--- src/rtl/gray_ptr_fifo_if.sv ---
// Producer/consumer handshake bundle for gray_ptr_fifo.
// master = the user side, slave = the FIFO.
interface gray_ptr_fifo_if #(
    parameter int DATA_W = 8
);
    logic              wr_en;
    logic [DATA_W-1:0] wr_data;
    logic              full;
    logic              rd_en;
    logic [DATA_W-1:0] rd_data;
    logic              empty;

    modport master (output wr_en, wr_data, rd_en, input full, rd_data, empty);
    modport slave  (input wr_en, wr_data, rd_en, output full, rd_data, empty);
endinterface

--- src/rtl/gray_ptr_fifo.sv ---
// Single-clock FIFO built with the dual-clock pointer-crossing structure:
// Gray pointers pass through 2-flop synchronisers, so the flags are conservative.
module gray_ptr_fifo #(
    parameter int DATA_W = 8,
    parameter int ADDR_W = 4
) (
    input  logic           clk,
    input  logic           rst_n,
    gray_ptr_fifo_if.slave bus
);
    localparam int PTR_W = ADDR_W + 1;
    localparam int DEPTH = 1 << ADDR_W;
    localparam logic [PTR_W-1:0] PTR_ONE = PTR_W'(1);

    logic [DATA_W-1:0] mem [DEPTH];

    logic [PTR_W-1:0]  wr_ptr_bin, wr_ptr_gray, wr_ptr_gray_sync1, wr_ptr_gray_sync2;
    logic [PTR_W-1:0]  rd_ptr_bin, rd_ptr_gray, rd_ptr_gray_sync1, rd_ptr_gray_sync2;
    logic [PTR_W-1:0]  wr_ptr_bin_d, wr_ptr_gray_d, rd_ptr_bin_d, rd_ptr_gray_d;
    logic [DATA_W-1:0] rd_data_q, rd_data_d;
    logic              full, empty, wr_fire, rd_fire;

    // Flags compare a local pointer against the synchronised (lagging) remote one.
    assign empty   = (rd_ptr_gray == wr_ptr_gray_sync2);
    assign full    = (wr_ptr_gray == {~rd_ptr_gray_sync2[PTR_W-1:PTR_W-2],
                                       rd_ptr_gray_sync2[PTR_W-3:0]});
    assign wr_fire = bus.wr_en && !full;
    assign rd_fire = bus.rd_en && !empty;

    always_comb begin
        wr_ptr_bin_d = wr_ptr_bin;
        rd_ptr_bin_d = rd_ptr_bin;
        rd_data_d    = rd_data_q;
        if (wr_fire) wr_ptr_bin_d = wr_ptr_bin + PTR_ONE;
        if (rd_fire) begin
            rd_ptr_bin_d = rd_ptr_bin + PTR_ONE;
            rd_data_d    = mem[rd_ptr_bin[ADDR_W-1:0]];
        end
        wr_ptr_gray_d = wr_ptr_bin_d ^ (wr_ptr_bin_d >> 1);
        rd_ptr_gray_d = rd_ptr_bin_d ^ (rd_ptr_bin_d >> 1);
    end

    always_ff @(posedge clk) begin
        if (!rst_n) begin
            wr_ptr_bin        <= '0;
            wr_ptr_gray       <= '0;
            rd_ptr_bin        <= '0;
            rd_ptr_gray       <= '0;
            wr_ptr_gray_sync1 <= '0;
            wr_ptr_gray_sync2 <= '0;
            rd_ptr_gray_sync1 <= '0;
            rd_ptr_gray_sync2 <= '0;
            rd_data_q         <= '0;
        end else begin
            wr_ptr_bin        <= wr_ptr_bin_d;
            wr_ptr_gray       <= wr_ptr_gray_d;
            rd_ptr_bin        <= rd_ptr_bin_d;
            rd_ptr_gray       <= rd_ptr_gray_d;
            wr_ptr_gray_sync1 <= wr_ptr_gray;
            wr_ptr_gray_sync2 <= wr_ptr_gray_sync1;
            rd_ptr_gray_sync1 <= rd_ptr_gray;
            rd_ptr_gray_sync2 <= rd_ptr_gray_sync1;
            rd_data_q         <= rd_data_d;
        end
    end

    // Storage is never cleared; reset only discards it by zeroing the pointers.
    always_ff @(posedge clk) begin
        if (rst_n && wr_fire) mem[wr_ptr_bin[ADDR_W-1:0]] <= bus.wr_data;
    end

    assign bus.full    = full;
    assign bus.empty   = empty;
    assign bus.rd_data = rd_data_q;
endmodule

--- src/flat_wrapper.sv ---
// flat-port wrapper written by rule: the top's interface ports become plain ports
module gray_ptr_fifo_flat 
#(
    parameter int DATA_W = 8,
    parameter int ADDR_W = 4
)
  (clk, rst_n, bus_wr_en, bus_wr_data, bus_rd_en, bus_full, bus_rd_data, bus_empty);
  gray_ptr_fifo_if #(.DATA_W(DATA_W)) bus_i ();
  input  logic clk;
  input  logic rst_n;
  input wire logic [$bits(bus_i.wr_en)-1:0] bus_wr_en;
  input wire logic [$bits(bus_i.wr_data)-1:0] bus_wr_data;
  input wire logic [$bits(bus_i.rd_en)-1:0] bus_rd_en;
  output wire logic [$bits(bus_i.full)-1:0] bus_full;
  output wire logic [$bits(bus_i.rd_data)-1:0] bus_rd_data;
  output wire logic [$bits(bus_i.empty)-1:0] bus_empty;
  assign bus_i.wr_en = bus_wr_en;
  assign bus_i.wr_data = bus_wr_data;
  assign bus_i.rd_en = bus_rd_en;
  assign bus_full = bus_i.full;
  assign bus_rd_data = bus_i.rd_data;
  assign bus_empty = bus_i.empty;
  gray_ptr_fifo #(.DATA_W(DATA_W), .ADDR_W(ADDR_W)) u_core (.clk(clk), .rst_n(rst_n), .bus(bus_i));
endmodule
--- config.mk ---
export PLATFORM = sky130hd
export DESIGN_NAME = gray_ptr_fifo_flat
export DESIGN_NICKNAME = d
export VERILOG_FILES = /design/src/rtl/gray_ptr_fifo_if.sv /design/src/rtl/gray_ptr_fifo.sv /design/src/flat_wrapper.sv
export SDC_FILE = /design/constraint.sdc
export NUM_CORES = 1
export LEC_CHECK = 0
export ABC_CLOCK_PERIOD_IN_PS = 2850
export CAP_MARGIN = 20
export CORE_ASPECT_RATIO = 0.9
export CORE_MARGIN = 1
export CORE_UTILIZATION = 63
export CTS_CLUSTER_SIZE = 24
export DETAILED_ROUTE_END_ITERATION = 8
export DONT_BUFFER_PORTS = 1
export GPL_TIMING_DRIVEN = 0
export PLACE_DENSITY = 0.79
export RECOVER_POWER = 25
export SYNTH_ARGS = -nofsm -noshare
export SYNTH_HDL_FRONTEND = slang
export SYNTH_SLANG_ARGS = --single-unit
--- constraint.sdc ---
create_clock -name clk -period 2.85 [get_ports clk]
set_clock_uncertainty 0.2 [all_clocks]
set_input_delay 0.285 -clock clk [delete_from_list [all_inputs] [get_ports clk]]
set_output_delay 0.285 -clock clk [all_outputs]
set_load 0.05 [all_outputs]
# After elaboration in Yosys (flattened, before gate mapping)

Memories as Yosys holds them, arrays and structs flattened. A register that Yosys moved wholly into a read port is not among the register bits.
Cells that the tools add are included.

Flip-flop bits (word level): 40
Bits in writable memories: 128
Bits of input ports: 12
Memories: 1

$add $sub $neg: 2
Equal/unequal tests: 2
Mux-type cells: 4
Bitwise logic cells: 3
Reduce and logical (&&, ||, !) cells: 6

Memories:

| name       | depth | bits a word | read ports | clocked after memory_dff | write ports | line                | source |
|---|---|---|---|---|---|---|---|
| u_core.mem | 16    | 8           | 1          | 1                        | 1           | gray_ptr_fifo.sv:15 | `logic [DATA_W-1:0] mem [DEPTH];` |

Operators by type and width:

| operator                                     | count |
|---|---|
| adder 5 x 1 -> 5 bit (second input constant) | 2 |
| equality test 5 bit                          | 2 |
| two-way mux 5 bit                            | 2 |
| XOR 5 x 4 -> 5 bit                           | 2 |
| logical AND 1 bit                            | 3 |
| zero test 1 bit                              | 3 |
| two-way mux 1 bit                            | 2 |
| NOT 2 bit                                    | 1 |

# Depth between registers and ports, before layout

Word-level depth: 7
Depth in mapped cells: 7
Gate-level depth less buffers: 6

# Worst setup path before layout

OpenSTA, ideal clock, no wires.

Path kind: register -> register
Start: register u_core.wr_ptr_gray[4]
End: memory u_core.mem[1][0], enable pin
Setup time: 0.395 ns
Arrival time: 1.775 ns
Required time: 2.255 ns
Path slack: 0.480 ns
Cell stages (with the launch flop): 6
Period minus slack after synthesis: 2.370 ns
Cell sequence: dfxtp_1 -> xor2_1 -> nand3_1 -> o21ai_2 -> buf_4 -> nor4_1

Word-level cells in the longest chain between the ends: 6

RTL lines:

| element                                 | line                | source |
|---|---|---|
| start, declared                         | gray_ptr_fifo.sv:17 | `logic [PTR_W-1:0] wr_ptr_bin, wr_ptr_gray, wr_ptr_gray_sync1, wr_ptr_gray_sync2;` |
| start signal, assigned                  | gray_ptr_fifo.sv:56 | `wr_ptr_gray <= wr_ptr_gray_d;` |
| equality test 5 bit                     | gray_ptr_fifo.sv:25 | `assign full = (wr_ptr_gray == {~rd_ptr_gray_sync2[PTR_W-1:PTR_W-2],` |
| zero test 1 bit                         | gray_ptr_fifo.sv:27 | `assign wr_fire = bus.wr_en && !full;` |
| logical AND 1 bit                       | gray_ptr_fifo.sv:27 |  |
| logical AND 1 bit                       | gray_ptr_fifo.sv:69 | `if (rst_n && wr_fire) mem[wr_ptr_bin[ADDR_W-1:0]] <= bus.wr_data;` |
| two-way mux 1 bit                       | gray_ptr_fifo.sv:69 |  |
| two-way mux 1 bit (implied by the code) | gray_ptr_fifo.sv:69 |  |
| end, declared                           | gray_ptr_fifo.sv:15 |  |

Every way passes these cells.

# Worst setup path in the final report

Start: register u_core.rd_ptr_gray_sync2[4]
End: memory u_core.mem[8][2], enable pin

Word-level cells in the longest chain between the ends: 7

RTL lines:

| element                                 | line                | source |
|---|---|---|
| start, declared                         | gray_ptr_fifo.sv:18 | `logic [PTR_W-1:0] rd_ptr_bin, rd_ptr_gray, rd_ptr_gray_sync1, rd_ptr_gray_sync2;` |
| start signal, assigned                  | gray_ptr_fifo.sv:62 | `rd_ptr_gray_sync2 <= rd_ptr_gray_sync1;` |
| NOT 2 bit                               | gray_ptr_fifo.sv:25 |  |
| equality test 5 bit                     | gray_ptr_fifo.sv:25 |  |
| zero test 1 bit                         | gray_ptr_fifo.sv:27 |  |
| logical AND 1 bit                       | gray_ptr_fifo.sv:27 |  |
| logical AND 1 bit                       | gray_ptr_fifo.sv:69 |  |
| two-way mux 1 bit                       | gray_ptr_fifo.sv:69 |  |
| two-way mux 1 bit (implied by the code) | gray_ptr_fifo.sv:69 |  |

Every way passes these cells.

==> results.toml <==
[routing]
drc = 4
totalWireLength_um = 13100
vias = 3517
vias_per_cell = 6.17
wl_per_cell_um = 23.0
ant_nets = 0
dr.pass1.iters = 7
drt-initial-drc-count = 307

[sta]
tightest_slew_ns = 0.878
rsz0062_at_grt = "no"
hold_violations = 1
period_needed_ns = 2.62
setup_viol = 0
final.setup.tns_ns = 0
fin_hold_ws_ns = -0.000165
drv_slew = 0
fin_crit_sh_pct = 91.9
fmax_mhz = 382
relSlewSlack_pct = 41.2
layout_setup_ws_ns = 0.230

[clock_tree]
cts_sinks = 174
htreeDepth = 4
cts-buffers-inserted = 17
path_clk_slew_ns = 0.07
clkLatencyLatePin_ns = 0.42
cts_tree = "yes"
cts_max_path_buffers = 2
post_cts_buffers = 0
cts-root-buf = "clkbuf_16"

[synthesis]
yosys-top-cells-area = "edfxtp_1 (57%), dfxtp_1 (14%), mux4_2 (9.0%), and2_1 (2.9%), mux4_1 (1.9%)"
seq_area_frac_synth_pct = 70.1
yosys_warnings = 0
postSynthRegisterBits = 174
avgSynthCellArea_um2 = 17.4
syn-cell-area_mm2 = 0.00679
synth.top_cell.area_share_pct = 56.6
synth_edf_count = 128
ys.flop_type = "edfxtp_1"
syn-num-nets = 408
yosysTopAreaCell = "edfxtp_1"
netlist_instances = 391
async_reset_ff_share_pct = 0
ys_types = 34

[place]
pre_cts_slack_ns = 0.251
post-dp-hpwl_um = 8290
portBuffers = 0
postPlaceCellArea_mm2 = 0.00703
gp_congestion = 0.771

[run]
cap_violations = 0

[die]
core_mm2 = 0.0104
io_pins = 22
initial_core_util_pct = 65.4
die_x_um = 111
die_y_um = 101
num_rows = 35
die_area_mm2 = 0.0112

[critical_path]
crit_fanout = 8
required_ns = 2.69
path_cells = "xor2_1 -> nand3_1 -> o21ai_2 -> or3b_2 -> nor2_1"
worstSetupStartpointType = "flop"
crit_buf_inv = 0
max_stage_delay_ns = 0.66
worstSetupEndpointType = "flop"
arrival_ns = 2.46
crit_family = "simple AND/OR/NAND/NOR gates"
critPathKind = "flop to flop"
cpMaxStageDelayCell = "nor2_1"

[status]
violations = "DRC, hold timing"
outcome = "finished, violations left"

[power]
p_per_area_mw_per_mm2 = 712
finalPower_mw = 5.51
power_leakage_nw = 2.61
vdd_drop_max_v = 0.000484

[finish]
diodes = 0
stdcell_area_mm2 = 0.00774
final_nets = 446
area_delta_synth_final_pct = 13.9
drive_gt1_share_pct = 20.2
fillCellCount = 608

[grt]
grt_pass1_vias = 3559
grt_max_degree = 17
grt_pass1_wl_um = 20000
antenna_found_initial = 0
gr-total-overflow = 0
gr-usage-all-layers_pct = 25.3

[worst_hold_path]
hold_path_class = "input pin to flop"
## worst paths after layout
path	start	endpoint	slack (ns)	depth (start not counted)
worst max register to register	u_core.rd_ptr_gray_sync2[4]	u_core.mem[8][2]	0.23	5
worst min register to register	u_core.wr_ptr_gray_sync1[3]	u_core.wr_ptr_gray_sync2[3]	0.23	1
worst min-delay path	bus_rd_en	u_core.rd_ptr_bin[3]	-0.0002	3
worst max-delay path	u_core.rd_ptr_gray_sync2[4]	u_core.mem[8][2]	0.23	5
## repair_timing
item,4_1_cts,5_1_grt
endpoints found under the hold margin,134,0
resized for setup,0,0
hold buffers,11,0
## power breakdown
group	total, mW	internal (mW)	leakage [nW]	switching, mW
logic	0.386	0.175	0.798	0.210
registers	2.81	2.75	1.53	0.0529
clock network	2.32	1.37	0.289	0.942
## synth_stat cells, types with 3 or more instances
master     count
ha_1           5
xor2_1        14
nand2_1       18
o211ai_1       3
nor2b_1        9
mux2i_1        5
mux4_1         5
clkbuf_1       9
buf_2          5
nor3_1         4
edfxtp_1     128
o22ai_1        9
buf_6          3
o2111ai_1      3
mux4_2        27
xnor2_1       13
a22o_1         8
nor2_1        12
a221oi_2       8
and2_1        32
nand3_1        3
nor4_1         4
inv_1          4
dfxtp_1       46
## sequential cells by signal, summed over array words and instances (netlist names)
name,cells
u_core.bus.rd_data,8
u_core.mem,128
u_core.rd_ptr_bin,4
u_core.rd_ptr_gray,5
u_core.rd_ptr_gray_sync1,5
u_core.rd_ptr_gray_sync2,5
u_core.wr_ptr_bin,4
u_core.wr_ptr_gray,5
u_core.wr_ptr_gray_sync1,5
u_core.wr_ptr_gray_sync2,5
## worst register-to-register path: cells and delay by family, from the launching register on
kind | cells | cell delay [ns]
AND/OR/NAND/NOR | 3 | 1.37
flip-flops | 1 | 0.34
XOR/XNOR | 1 | 0.17
AO/OA/AOI/OAI | 1 | 0.16
## per-layer routing
layer	up-vias	share of wire (%)	global-route usage (%)
li1	1581	-	-
met2	142	50	42.4
met5	-	0	0
met3	17	7.3	5.41
met4	0	1.3	7.17
met1	1777	42	34.3
## cells by family (layout without fill, tap and decap cells)
logic type      count (synthesis)  in the layout  synth area share, %
flops                         174            174                 70.1
simple gates                   87             87                 6.85
mux                            37             37                 11.6
compound gates                 36             36                 4.88
xor+xnor                       27             27                 3.48
buf+inv                        25             75                 2.10
fa+ha+maj                       5              5                0.921
## placed cells by master, fill, tap and decap left out, types with 10 or more instances in the layout
cell type,Yosys,final
and2_1,32,22
dfxtp_1,46,46
clkbuf_16,0,17
and2_0,0,10
nand2_1,18,18
mux4_2,27,27
xnor2_1,13,13
nor2_1,12,12
edfxtp_1,128,128
xor2_1,14,14
dlygate4sd3_1,0,11
## stage by stage
step	instances	utilization, %
3_5_place_dp	528	67.8
6_report	570	74.6
3_3_place_gp	520	67.0
4_1_cts	570	74.6
2_1_floorplan	391	-
5_1_grt	570	74.6
## cell type report
type / instances / area [um^2] / area share (%)
timing repair buffer: 19 / 165 / 2.13
clock buffer: 17 / 425 / 5.50
inverter: 4 / 15.0 / 0.194
sequential: 174 / 4760 / 61.6
multi-input combinational: 192 / 1910 / 24.7
tap: 129 / 161 / 2.09
buffer: 21 / 128 / 1.65
clock inverter: 14 / 168 / 2.17
(Power assumes the default switching activity.)
